`src/rtl/pwm_pkg.sv`:
```
// Shared types and helpers for the multi-channel PWM generator.
//   pwm_mode_e : edge- or centre-aligned counting
//   pwm_dir_e  : counter direction in centre-aligned mode
//   ch_width() : channel-index width, never below one bit
package pwm_pkg;

    typedef enum logic {
        PWM_EDGE   = 1'b0,
        PWM_CENTER = 1'b1
    } pwm_mode_e;

    typedef enum logic {
        DIR_UP   = 1'b0,
        DIR_DOWN = 1'b1
    } pwm_dir_e;

    function automatic int unsigned ch_width(input int unsigned n);
        return (n > 1) ? $clog2(n) : 1;
    endfunction

endpackage

```
`src/rtl/pwm_timebase.sv`:
```
// Shared PWM timebase: prescaler, edge/centre counter, period boundary strobes.
// Ports:
//   clk, rst          clock, synchronous active-high reset
//   en                run enable; low holds prescaler/counter at 0
//   center_mode       requested alignment, taken at a boundary
//   presc             prescaler divide-minus-one, used live
//   period            requested period value, taken at a boundary
//   counter           current counter value
//   load              combinational: this clock edge is a period boundary
//   run               combinational: enabled and past the forced first boundary
//   period_tick       registered one-cycle pulse following each boundary
module pwm_timebase
    import pwm_pkg::*;
#(
    parameter int unsigned WIDTH   = 8,
    parameter int unsigned PRESC_W = 4
) (
    input  logic               clk,
    input  logic               rst,
    input  logic               en,
    input  logic               center_mode,
    input  logic [PRESC_W-1:0] presc,
    input  logic [WIDTH-1:0]   period,
    output logic [WIDTH-1:0]   counter,
    output logic               load,
    output logic               run,
    output logic               period_tick
);

    logic [PRESC_W-1:0] psc;
    logic [WIDTH-1:0]   p_act;
    logic [WIDTH-1:0]   cnt_nxt;
    pwm_mode_e          mode_act;
    pwm_dir_e           dir;
    pwm_dir_e           dir_nxt;
    logic               en_q;
    logic               tick;

    always_comb begin
        // ">=" so that lowering presc below the running count ticks at once
        tick    = (psc >= presc);
        cnt_nxt = counter;
        dir_nxt = dir;
        if (mode_act == PWM_EDGE) begin
            cnt_nxt = (counter >= p_act) ? '0 : counter + 1'b1;
        end else if (dir == DIR_UP) begin
            if (counter >= p_act) begin
                // Turn at the top; P_act=0 stays at 0 so every tick is a boundary
                cnt_nxt = (counter == '0) ? '0 : counter - 1'b1;
                dir_nxt = DIR_DOWN;
            end else begin
                cnt_nxt = counter + 1'b1;
            end
        end else begin
            cnt_nxt = counter - 1'b1;
        end
        run  = en && en_q;
        // The first enabled cycle is a forced boundary
        load = en && (!en_q || (tick && (cnt_nxt == '0)));
    end

    always_ff @(posedge clk) begin
        if (rst) begin
            psc         <= '0;
            counter     <= '0;
            dir         <= DIR_UP;
            p_act       <= '0;
            mode_act    <= PWM_EDGE;
            en_q        <= 1'b0;
            period_tick <= 1'b0;
        end else if (!en) begin
            psc         <= '0;
            counter     <= '0;
            dir         <= DIR_UP;
            en_q        <= 1'b0;
            period_tick <= 1'b0;
        end else begin
            en_q        <= 1'b1;
            period_tick <= load;
            if (load) begin
                psc      <= '0;
                counter  <= '0;
                dir      <= DIR_UP;
                p_act    <= period;
                mode_act <= pwm_mode_e'(center_mode);
            end else if (tick) begin
                psc     <= '0;
                counter <= cnt_nxt;
                dir     <= dir_nxt;
            end else begin
                psc <= psc + 1'b1;
            end
        end
    end

endmodule

```
`src/rtl/pwm_multichan.sv`:
```
// Multi-channel PWM generator with double-buffered duty registers.
// Ports:
//   clk, rst          clock, synchronous active-high reset
//   en                1 = run, 0 = timebase held at 0 and outputs low
//   center_mode       0 = edge-aligned, 1 = centre-aligned (taken at boundary)
//   presc             prescaler divide-minus-one (live)
//   period            period value P (taken at boundary)
//   duty_wr           one-cycle strobe writing duty_val into pending[duty_ch]
//   duty_ch           channel index; indices >= N_CH are ignored
//   duty_val          duty value D
//   pwm_out           registered outputs, high while counter < active duty
//   period_tick       one-cycle pulse on every period boundary
module pwm_multichan
    import pwm_pkg::*;
#(
    parameter int unsigned N_CH    = 4,
    parameter int unsigned WIDTH   = 8,
    parameter int unsigned PRESC_W = 4
) (
    input  logic                      clk,
    input  logic                      rst,
    input  logic                      en,
    input  logic                      center_mode,
    input  logic [PRESC_W-1:0]        presc,
    input  logic [WIDTH-1:0]          period,
    input  logic                      duty_wr,
    input  logic [ch_width(N_CH)-1:0] duty_ch,
    input  logic [WIDTH-1:0]          duty_val,
    output logic [N_CH-1:0]           pwm_out,
    output logic                      period_tick
);

    localparam int unsigned CH_W = ch_width(N_CH);

    logic [WIDTH-1:0] counter;
    logic             load;
    logic             run;

    pwm_timebase #(
        .WIDTH   (WIDTH),
        .PRESC_W (PRESC_W)
    ) u_timebase (
        .clk         (clk),
        .rst         (rst),
        .en          (en),
        .center_mode (center_mode),
        .presc       (presc),
        .period      (period),
        .counter     (counter),
        .load        (load),
        .run         (run),
        .period_tick (period_tick)
    );

    for (genvar i = 0; i < N_CH; i++) begin : g_ch
        logic [WIDTH-1:0] pending;
        logic [WIDTH-1:0] active;
        logic             out_q;
        logic             hit;

        assign hit        = duty_wr && (duty_ch == CH_W'(i));
        assign pwm_out[i] = out_q;

        always_ff @(posedge clk) begin
            if (rst) begin
                pending <= '0;
                active  <= '0;
                out_q   <= 1'b0;
            end else begin
                if (hit) pending <= duty_val;
                // A write landing on the boundary goes straight into active
                if (load) active <= hit ? duty_val : pending;
                // Held low on the forced first boundary while new settings load
                out_q <= run && (counter < active);
            end
        end
    end

endmodule

```
`config.mk`:
```
export PLATFORM = sky130hd
export DESIGN_NAME = pwm_multichan
export DESIGN_NICKNAME = d
export VERILOG_FILES = /design/src/rtl/pwm_pkg.sv /design/src/rtl/pwm_timebase.sv /design/src/rtl/pwm_multichan.sv
export SDC_FILE = /design/constraint.sdc
export NUM_CORES = 1
export LEC_CHECK = 0
export BUFFER_PORTS_ARGS = -buffer_cell sky130_fd_sc_hd__buf_2
export CAP_MARGIN = 20
export CORE_UTILIZATION = 40
export DETAILED_ROUTE_END_ITERATION = 8
export PLACE_DENSITY = 0.63
export SKIP_CTS_REPAIR_TIMING = 1
export SLEW_MARGIN = 5
export SYNTH_ARGS = -nofsm -noshare
export SYNTH_HDL_FRONTEND = slang
export SYNTH_SLANG_ARGS = --single-unit
```
`constraint.sdc`:
```
create_clock -name clk -period 4.2 [get_ports clk]
set_input_delay 1.26 -clock clk [delete_from_list [all_inputs] [get_ports clk]]
set_output_delay 1.26 -clock clk [all_outputs]
set_load 0.01 [all_outputs]
```
# Word-level counts from Yosys, hierarchy flattened
# Cells that the tools add are included.
# classes
n_addsub,3
n_mul,0
magnitude_cmp,6
muxes,12
shifts,0
n_reduce_logical,21
n_bitwise,1
n_div,0
n_eq_ne,3
# ops
operator,count
$mux 8,9
$lt 8x8->1,4
$logic_not 8->1,2
$logic_and 1x1->1,11
$add 8x1->8 const B,1
$ge 8x8->1,1
$sub 8x1->8 const B,1
$add 4x1->4 const B,1
$eq 2x2->1 const B,2
$ge 4x4->1,1
$reduce_and 2->1,2
$reduce_or 4->1,1
$mux 1,3
$reduce_or 3->1,1
$eq 2x1->1 const B,1
$logic_not 2->1,1
$reduce_or 2->1,1
$logic_not 1->1,1
$logic_or 1x1->1,1
$not 1->1,1
# totals
ff_bits,92
input_bits,27
mem_bits_rw,0
out_inout_bits,5
rom_bits,0
n_memories,0
elab_cells,65
latch_bits,0

# Longest topological paths before layout
# Gate-level depths: netlist of run 1.
# logic_depth
word_depth,10
ltp_mapped,12
depth_no_buf,10

# Hierarchy
# A second synthesis of run 1 with hierarchy kept.
# hier_totals
cells_unflattened,525
area_unflattened_um2,4843.4
# by_module_without_submodules
module,instances,cells_per_inst,seq_area_each_um2,area_each_um2
pwm_multichan,1,310,1361.3,3027.9
pwm_timebase,1,215,480.5,1815.5

# Least setup slack after synthesis of run 1
# OpenSTA, ideal clock, no wires.
# synth_timing
path_kind,in2reg
startpoint,input presc[0]
endpoint,register g_ch[0].active[0]
t_arrival_ns,3.169
path_stages,10
slack_ns,0.908
setup_time_ns,0.123
required_time_ns,4.077
path_buffers,1
path_cell_list,ha_1 > nand2b_1 > a21o_1 > a21o_1 > a21oi_1 > a211oi_1 > nand4_2 > o22ai_2 > buf_4 > mux2_1
# synth_between
elab_chain_len,4
# synth_rtl
element,line_no,source
start: declaration,pwm_multichan.sv:24,"input logic [PRESC_W-1:0] presc,"
$ge 4x4->1,pwm_timebase.sv:41,tick = (psc >= presc);
$logic_and 1x1->1,pwm_timebase.sv:59,load = en && (!en_q || (tick && (cnt_nxt == '0)));
$logic_or 1x1->1,pwm_timebase.sv:59,
$logic_and 1x1->1,pwm_timebase.sv:59,
end signal: assignment,pwm_multichan.sv:72,if (load) active <= hit ? duty_val : pending;
end: declaration,pwm_multichan.sv:57,logic [WIDTH-1:0] active;
# No other way between the ends.
# A chain may end at the register's enable or synchronous reset.

# Worst setup path after layout of run 1
# layout_timing
startpoint,register u_timebase.counter[4]
endpoint,register u_timebase.counter[7]
# layout_between
elab_chain_len,10
word_cells_on_any_way,14
classes_between,add/sub (2); order compare (1); mux (5); reduce/logical (6)
# layout_rtl
element,line_no,source
start: declaration,pwm_timebase.sv:24,"output logic [WIDTH-1:0] counter,"
start signal: assignment,pwm_timebase.sv:88,counter <= cnt_nxt;
$sub 8x1->8 or $logic_not 8->1 (tied branches),"pwm_timebase.sv:49, pwm_timebase.sv:55",
$mux 8,pwm_timebase.sv:49,cnt_nxt = (counter == '0) ? '0 : counter - 1'b1;
$mux 8,pwm_timebase.sv:47,if (counter >= p_act) begin
$mux 8,pwm_timebase.sv:46,end else if (dir == DIR_UP) begin
$mux 8 *,pwm_timebase.sv:44,if (mode_act == PWM_EDGE) begin
$logic_not 8->1,pwm_timebase.sv:59,
$logic_and 1x1->1,pwm_timebase.sv:59,
$logic_or 1x1->1,pwm_timebase.sv:59,
$logic_and 1x1->1,pwm_timebase.sv:59,
$reduce_or 3->1 (no line),--,
# Every way passes the cells marked *; elsewhere a longest branch is shown, timed or not.

==> metrics.yaml, run 1 <==
hold_path.class: "reg -> reg"
synth_cell_type_count: 47
die_area_sq_um: 12580
ys_seq_area_share_pct: 37.93
io_pins: 32
rsz0062_at_grt: "false"
p_int_uw: 1403
holdCritStartpoint: "u_timebase.p_act[2]"
grt_overflow_total: 0
crit_fanout: 14
end_kind: "flop"
ys.flop_type: "dfxtp_1"
start_util_pct: 41.81
yosys_warnings: 0
synth_nets: 594
hold_viol_final: 0
routedWlPerCell_um: 14.58
violations: "design-rule violations"
core-area_sq_um: 11610
status: "finished with violations"
synth_area_sq_um: 4856
portBuffers: 31
crit_required_ns: 4.38
finalCritPeriodShare_pct: 85.80
slew_viol_final: 0
clock_path_buffers: 2
p_per_area_nw_per_um2: 342.5
dp_hpwl_um: 7123
drive_above_1_share_pct: 10.89
n_antenna_cell: 0
setup-tns-final_ns: 0
multi_input_area_sq_um: 2715
async_flop_share_pct: 0
grtUsageTotal_pct: 17.44
rows: 39
cts_htree_levels: 3
place_congestion: 0.9082
startpoint: "u_timebase.counter[4]"
die_h_um: 112.2
seqPwrFrac_pct: 49.1
path_class: "reg -> reg"
antenna_found_initial: 0
hold_slack_ns: 0.4724
ant_nets: 0
final_cell_mix: "92 x dfxtp_1, 77 x nor2_1, 46 x inv_1, 44 x ha_1, 41 x mux2i_1"
clk_pin_slew_ns: 0.06
grt_max_degree: 49
fin_nets: 618
worst_pin_slew_ns: 0.9048
syn_inst: 523
final-setup-viol-count: 0
avgViaCountPerCell: 5.082
grt_first_pass_wirelength_um: 17330
wirelength_um: 10120
numClockSinks: 92
synth_edf_count: 0
tritoncts: "built"
combPwrFrac_pct: 10.9
drc_errors: 2
cts_buffers: 9
leakagePower_uw: 0.002406
synth_seq_cells: 92
n_fill_cell: 1094
netSwitchingFraction_pct: 24.21
clkLatencyLatePin_ns: 0.35
worstPathArrival_ns: 3.79
max_slew_margin_pct: 39.55
vias: 3527
area.growth.synth_to_final_pct: 11.34
cap_violations: 0
final_common_cell: "dfxtp_1"
fp.dieW_um: 112.2
firstDrtPassIters: 6
drt_iter0_drc: 172
fmax_ghz: 0.2775
fin_worst_skew_ns: 0.01234
regArea_sq_um: 1842
syn_avg_cell_area_sq_um: 9.285
start_kind: "flop"
switchingPower_uw: 448.2
r2r-start: "u_timebase.counter[4]"
ir_drop_mv: 0.1867
clockRootBuffer: "clkbuf_16"
grt_pass1_vias: 3539
p_clk_share_pct: 40.0
period_minus_slack_ns: 3.604
power groups by stage:
stage               clock network, uW  logic (uW)  registers, uW
finish                            741         201            909
CTS                               758         202            910
global placement                    0         197            928
floorplan                           0         147            927
global route                      794         223            912
detailed placement                  0         200            929
stage by stage:
stage               cells  util (%)  setup slack (ns)  instance area, sq um  power [uW]
finish                694     46.55            0.5963                  5406        1851
CTS                   694     46.55            0.6207                  5406        1870
global route          694     46.55            0.2555                  5406        1929
detailed placement    679     44.23            0.5216                  5136        1130
floorplan             523         -            0.9075                  4856        1073
global placement      679     44.23            0.5928                  5136        1125
registers in the layout, indices dropped and copies added (netlist names):
signal and flops:
u_timebase.p_act 8, u_timebase.counter 8, u_timebase.en_q 1, g_ch.pending 32
u_timebase.psc 4, u_timebase.dir 1, u_timebase.period_tick 1, g_ch.active 32
g_ch.out_q 4, u_timebase.mode_act 1
final cells by class:
type	count	share of cell area, %
timing repair buffer	39	4.212
clock inverter	3	0.4397
tap	143	3.309
multi-input combinational	359	50.22
inverter	46	3.194
clock buffer	12	4.559
sequential	92	34.07
layer usage:
metal | up-vias | share of wire [%] | wire length [um] | GRT usage (%)
met5 | - | 0 | 0 | 0
met4 | 0 | 2.2 | 224 | 8.978
met3 | 15 | 3.6 | 364 | 2.862
met2 | 73 | 45 | 4560 | 27.78
met1 | 1610 | 49 | 4973 | 22.83
li1 | 1829 | - | - | -
kinds of logic (layout without fill, tap and decap cells):
kind of cell,Yosys count,after routing,synth area share [%]
muxes,73,73,15.87
AOI/OAI and AO/OA,70,70,11.03
buffers and inverters,72,100,6.313
DFF,92,92,37.93
and+or+nand+nor,166,166,16.44
xor gates and xnor gates,6,6,1.082
adders and majority gates,44,44,11.34
critical path, stage by stage (launching register included):
cell and delay [ns]:
dfxtp_1 0.69, ha_1 0.24, o211ai_1 0.14, a211oi_2 0.60, nor3_1 0.15, nor4_2 0.51
nand4_2 0.22, o21bai_1 0.76, nor3_1 0.13
synth_stat cells (5+ instances only):
cell | count | area share [%]
nor3_1 | 14 | 1.4
inv_1 | 46 | 3.6
a21o_1 | 27 | 4.2
clkbuf_1 | 15 | 1.2
nand2_1 | 14 | 1.1
mux2i_1 | 41 | 8.5
a21oi_1 | 7 | 0.72
mux2_1 | 32 | 7.4
dfxtp_1 | 92 | 38
ha_1 | 44 | 11
nor2_1 | 77 | 6.0
nand2b_1 | 25 | 3.2
nor2b_1 | 5 | 0.64
o21ai_0 | 5 | 0.52
buf_4 | 7 | 1.1
a211oi_1 | 12 | 1.9
nand3_1 | 11 | 1.1
final timing paths:
check	end	slack [ns]	depth (start not counted)
setup / recovery	u_timebase.counter[7]	0.60	8
hold / removal	u_timebase.p_act[2]	0.47	2
setup reg to reg	u_timebase.counter[7]	0.60	8
hold reg to reg	u_timebase.p_act[2]	0.47	2
(Power assumes the default switching activity.)
==> run 2, diff against run 1 <==
--- a/config.mk
+++ b/config.mk
@@ -7,9 +7,9 @@
 export LEC_CHECK = 0
 export BUFFER_PORTS_ARGS = -buffer_cell sky130_fd_sc_hd__buf_2
 export CAP_MARGIN = 20
-export CORE_UTILIZATION = 40
+export CORE_UTILIZATION = 50
 export DETAILED_ROUTE_END_ITERATION = 8
-export PLACE_DENSITY = 0.63
+export PLACE_DENSITY = 0.74
 export SKIP_CTS_REPAIR_TIMING = 1
 export SLEW_MARGIN = 5
 export SYNTH_ARGS = -nofsm -noshare
==> metrics.yaml, run 2 (same netlist as run 1, synthesis figures left out) <==
cts_buffers: 9
period_minus_slack_ns: 3.517
area.growth.synth_to_final_pct: 10.33
slew_viol_final: 0
cap_violations: 0
drive_above_1_share_pct: 11.55
io_pins: 32
final_common_cell: "dfxtp_1"
drt_iter0_drc: 306
postLayoutCoreUtil_pct: 57.44
tritoncts: "built"
clock_path_buffers: 2
p_per_area_nw_per_um2: 332.3
hold_path.class: "reg -> reg"
routedWlPerCell_um: 14.85
status: "complete, no violations"
worst_pin_slew_ns: 0.7627
numClockSinks: 92
clockRootBuffer: "clkbuf_8"
r2r_slack_ns: 0.68
hold_slack_ns: 0.4817
clk_pin_slew_ns: 0.09
fin_worst_skew_ns: 0.007703
fmax_ghz: 0.2843
largestRegisters: "g_ch.active (32), g_ch.pending (32)"
die_h_um: 100.6
ir_drop_mv: 0.1325
ant_nets: 0
finalCritPeriodShare_pct: 83.73
stdcell_area_sq_um: 5358
fin_nets: 620
grt_pass1_vias: 3521
clkLatencyLatePin_ns: 0.36
start_kind: "flop"
worstPathArrival_ns: 3.77
drc_errors: 0
dpl.cell_count: 667
rsz0062_at_grt: "false"
avgViaCountPerCell: 5.389
wirelength_um: 10140
start_util_pct: 52.06
instances_no_fill: 683
leakagePower_uw: 0.002399
grt_max_degree: 44
hold_viol_final: 0
crit_fanout: 41
rows: 35
end_kind: "flop"
max_slew_margin_pct: 49.15
grtUsageTotal_pct: 21.46
grt_first_pass_wirelength_um: 16900
crit_required_ns: 4.45
antenna_found_initial: 0
final-setup-viol-count: 0
n_antenna_cell: 0
firstDrtPassIters: 4
place_congestion: 0.9022
die_area_sq_um: 10110
core-area_sq_um: 9328
path_class: "reg -> reg"
dpl_cell_area_sq_um: 5134
setup-tns-final_ns: 0
vias: 3681
dp_hpwl_um: 7336
fp.dieW_um: 100.6
cts_htree_levels: 3
final_cell_mix: "92 x dfxtp_1, 77 x nor2_1, 46 x inv_1, 44 x ha_1, 41 x mux2i_1"
grt_overflow_total: 0
portBuffers: 31
n_fill_cell: 835
## run 2: cell count changes in the layout (fill, tap and decap cells not counted), sizes merged
cell / before / now
buf: 39 / 41
bufinv: 0 / 2
clkinvlp: 2 / 1
inv: 46 / 48
clkbuf: 12 / 10
## run 2: worst paths after layout
| path | startpoint | endpoint | cells past startpoint |
|---|---|---|---|
| hold reg to reg | u_timebase.p_act[2] | u_timebase.p_act[2] | 2 |
| setup / recovery | u_timebase.counter[7] | g_ch[3].active[0] | 10 |
| setup reg to reg | u_timebase.counter[7] | g_ch[3].active[0] | 10 |
| hold / removal | u_timebase.p_act[2] | u_timebase.p_act[2] | 2 |
## run 2: per-stage QoR
stage	power (uW)	setup WS, ns
6_report	1781	0.6832
2_1_floorplan	1073	0.9075
4_1_cts	1792	0.7084
3_5_place_dp	1131	0.6427
5_1_grt	1849	0.4407
3_3_place_gp	1124	0.7074
## run 2: cell type report
cell class | count | area [sq um] | share of cell area [%]
Multi-Input combinational cell | 359 | 2715 | 50.68
Sequential cell | 92 | 1842 | 34.38
Timing Repair Buffer | 41 | 242.7 | 4.531
Inverter | 46 | 172.7 | 3.223
Tap cell | 129 | 161.4 | 3.013
Clock buffer | 10 | 127.6 | 2.382
Clock inverter | 6 | 96.34 | 1.798
## run 2: critical path, cell delays in order (launching register included)
cell	delay, ns
dfxtp_1	0.58
ha_1	0.35
a21oi_1	0.29
nand2_1	0.15
o211ai_1	0.45
nor4_1	0.16
a2111oi_4	0.37
nand4_2	0.21
o22ai_4	0.19
buf_12	0.28
mux2_1	0.36
## run 2: report_power, final
part           switching (uW)  internal, uW
Clock                     327           343
Sequential               10.3           899
Combinational             113          88.9
Total                     450          1330
## run 2: per-layer routing
layer / vias to the layer above / global-route usage, % / share of wire [%]
met1: 1738 / 28.65 / 48
met2: 98 / 34.35 / 46
met4: 0 / 9.142 / 1.5
met3: 14 / 3.467 / 4.9
met5: - / 0 / 0
li1: 1831 / - / -
==> run 3, diff against run 2 <==
--- a/config.mk
+++ b/config.mk
@@ -5,6 +5,7 @@
 export SDC_FILE = /design/constraint.sdc
 export NUM_CORES = 1
 export LEC_CHECK = 0
+export ABC_AREA = 1
 export BUFFER_PORTS_ARGS = -buffer_cell sky130_fd_sc_hd__buf_2
 export CAP_MARGIN = 20
 export CORE_UTILIZATION = 50
==> constraint.sdc (replaced) <==
create_clock -name clk -period 3.46 [get_ports clk]
set_input_delay 1.038 -clock clk [delete_from_list [all_inputs] [get_ports clk]]
set_output_delay 1.038 -clock clk [all_outputs]
set_load 0.01 [all_outputs]
==> metrics.yaml, run 3 <==
tritoncts: "built"
grt_first_pass_wirelength_um: 17860
async_flop_share_pct: 0
firstDrtPassIters: 4
dpl.cell_count: 800
wirelength_um: 10550
final_cell_mix: "105 x nor2_1, 100 x nand2_1, 92 x dfxtp_1, 77 x inv_1, 60 x nand3_1"
place_congestion: 0.8938
rsz0062_at_grt: "false"
crit_end: "g_ch[0].active[4]"
rows: 36
instances_no_fill: 816
setup-tns-final_ns: 0
cts_htree_levels: 3
period_minus_slack_ns: 3.025
timing.rr.end: "g_ch[0].active[4]"
fp.dieW_um: 102.0
fmax_ghz: 0.3306
avgViaCountPerCell: 5.085
synth_area_leaders: "dfxtp_1 37%, ha_1 11%, nor2_1 7.9%"
grt_max_degree: 68
synth_edf_count: 0
antenna_found_initial: 0
area.growth.synth_to_final_pct: 8.850
fin_worst_skew_ns: 0.01082
yosys.area.top_type: "dfxtp_1"
status: "complete, no violations"
ir_drop_mv: 0.2835
dp_hpwl_um: 7775
hold_path.class: "reg -> reg"
end_kind: "flop"
drc_errors: 0
io_pins: 32
final-setup-viol-count: 0
drt_iter0_drc: 151
grt_overflow_total: 0
r2r-start: "u_timebase.counter[0]"
slew_viol_final: 0
portBuffers: 31
rr_worst_depth: 17
routedWlPerCell_um: 12.93
clkLatencyLatePin_ns: 0.36
die_h_um: 102.0
crit_fanout: 58
synth_common_cells: "105 x nor2_1, 101 x nand2_1, 92 x dfxtp_1"
leakagePower_uw: 0.002745
crit_required_ns: 3.71
clockRootBuffer: "clkbuf_8"
numClockSinks: 92
n_antenna_cell: 0
synth_nets: 728
start_kind: "flop"
cts_buffers: 9
postLayoutCoreUtil_pct: 55.99
grtUsageTotal_pct: 21.72
startpoint: "u_timebase.counter[0]"
fin_nets: 749
synth_cell_type_count: 34
clock_path_buffers: 2
final_common_cell: "nor2_1"
synth_top_cell_area_share_pct: 36.80
p_per_area_nw_per_um2: 410.5
largestRegisters: "g_ch.active (32), g_ch.pending (32)"
syn_avg_cell_area_sq_um: 7.618
synth_seq_cells: 92
worstPathArrival_ns: 3.28
ant_nets: 0
finalCritPeriodShare_pct: 87.44
clk_pin_slew_ns: 0.09
drive_above_1_share_pct: 10.83
synth_area_sq_um: 5005
hold_viol_final: 0
max_slew_margin_pct: 61.08
yosys_warnings: 0
worst_pin_slew_ns: 0.5822
ys_seq_area_share_pct: 36.80
syn_inst: 657
yosysMostFrequentCell: "nor2_1"
r2r_slack_ns: 0.43
start_util_pct: 51.44
cap_violations: 0
path_class: "reg -> reg"
grt_pass1_vias: 3908
core-area_sq_um: 9729
total_power_uw: 2237
vias: 4149
die_area_sq_um: 10410
ys.flop_type: "dfxtp_1"
-- run 3: where the power goes --
group | switching, uW | total, uW | internal (uW)
registers | 26.9 | 1140 | 1110
logic | 198 | 320 | 122
clock network | 383 | 780 | 397
-- run 3: final cells by class --
type	count	area, sq um
clock buffer	12	165.2
tap	133	166.4
sequential	92	1842
inverter	80	300.3
multi-input combinational	453	2656
fill	932	4282
clock inverter	4	55.05
timing repair buffer	42	262.8
-- run 3: kinds of logic (layout without fill, tap and decap cells) --
family / count (synthesis) / after routing / synth area share, %
compound gates: 86 / 86 / 10.42
mux: 33 / 33 / 6.600
simple gates: 280 / 280 / 23.25
fa+ha+maj: 44 / 44 / 11.00
buf+inv: 112 / 138 / 10.18
xor+xnor: 10 / 10 / 1.750
flops: 92 / 92 / 36.80
-- run 3: how the worst min path moves through the flow --
stage                 startpoint           endpoint  cells past startpoint
2_1_floorplan  u_timebase.psc[0]  u_timebase.psc[0]                      1
3_3_place_gp   u_timebase.psc[0]  u_timebase.psc[0]                      1
3_5_place_dp   u_timebase.psc[0]  u_timebase.psc[0]                      1
4_1_cts        u_timebase.psc[0]  u_timebase.psc[0]                      1
5_1_grt        u_timebase.psc[0]  u_timebase.psc[0]                      1
6_report       u_timebase.psc[0]  u_timebase.psc[0]                      1
-- run 3: per-stage QoR --
step / setup WS, ns / hold WS (ns) / cell area [sq um]
after floorplan: 0.7792 / 0.4297 / 5005
after global placement: 0.3706 / 0.4458 / 5228
after detailed placement: 0.3637 / 0.4635 / 5228
after CTS: 0.4359 / 0.4855 / 5448
after global routing: 0.07292 / 0.5074 / 5448
final: 0.4347 / 0.4776 / 5448
-- run 3: critical path, stage by stage (launching register included) --
cell and delay, ns:
dfxtp_1 0.44, inv_2 0.16, ha_1 0.31, nand2_1 0.06, nor2_1 0.04, nor2_1 0.08, nand2_1 0.06, nand2_1 0.18
nand3_2 0.20, nand3_1 0.12, o21ai_0 0.12, nor3_1 0.23, nand3_1 0.13, nand2_2 0.23, buf_12 0.27, nand3_1 0.12
nand2_1 0.09, nor2_1 0.04
-- run 3: routing by layer --
layer	global-route usage, %	share of wire [%]	up-vias
li1	-	-	2172
met1	28.34	46	1867
met2	36.50	48	89
met3	3.762	3.9	21
met4	6.923	1.9	0
met5	0	0	-
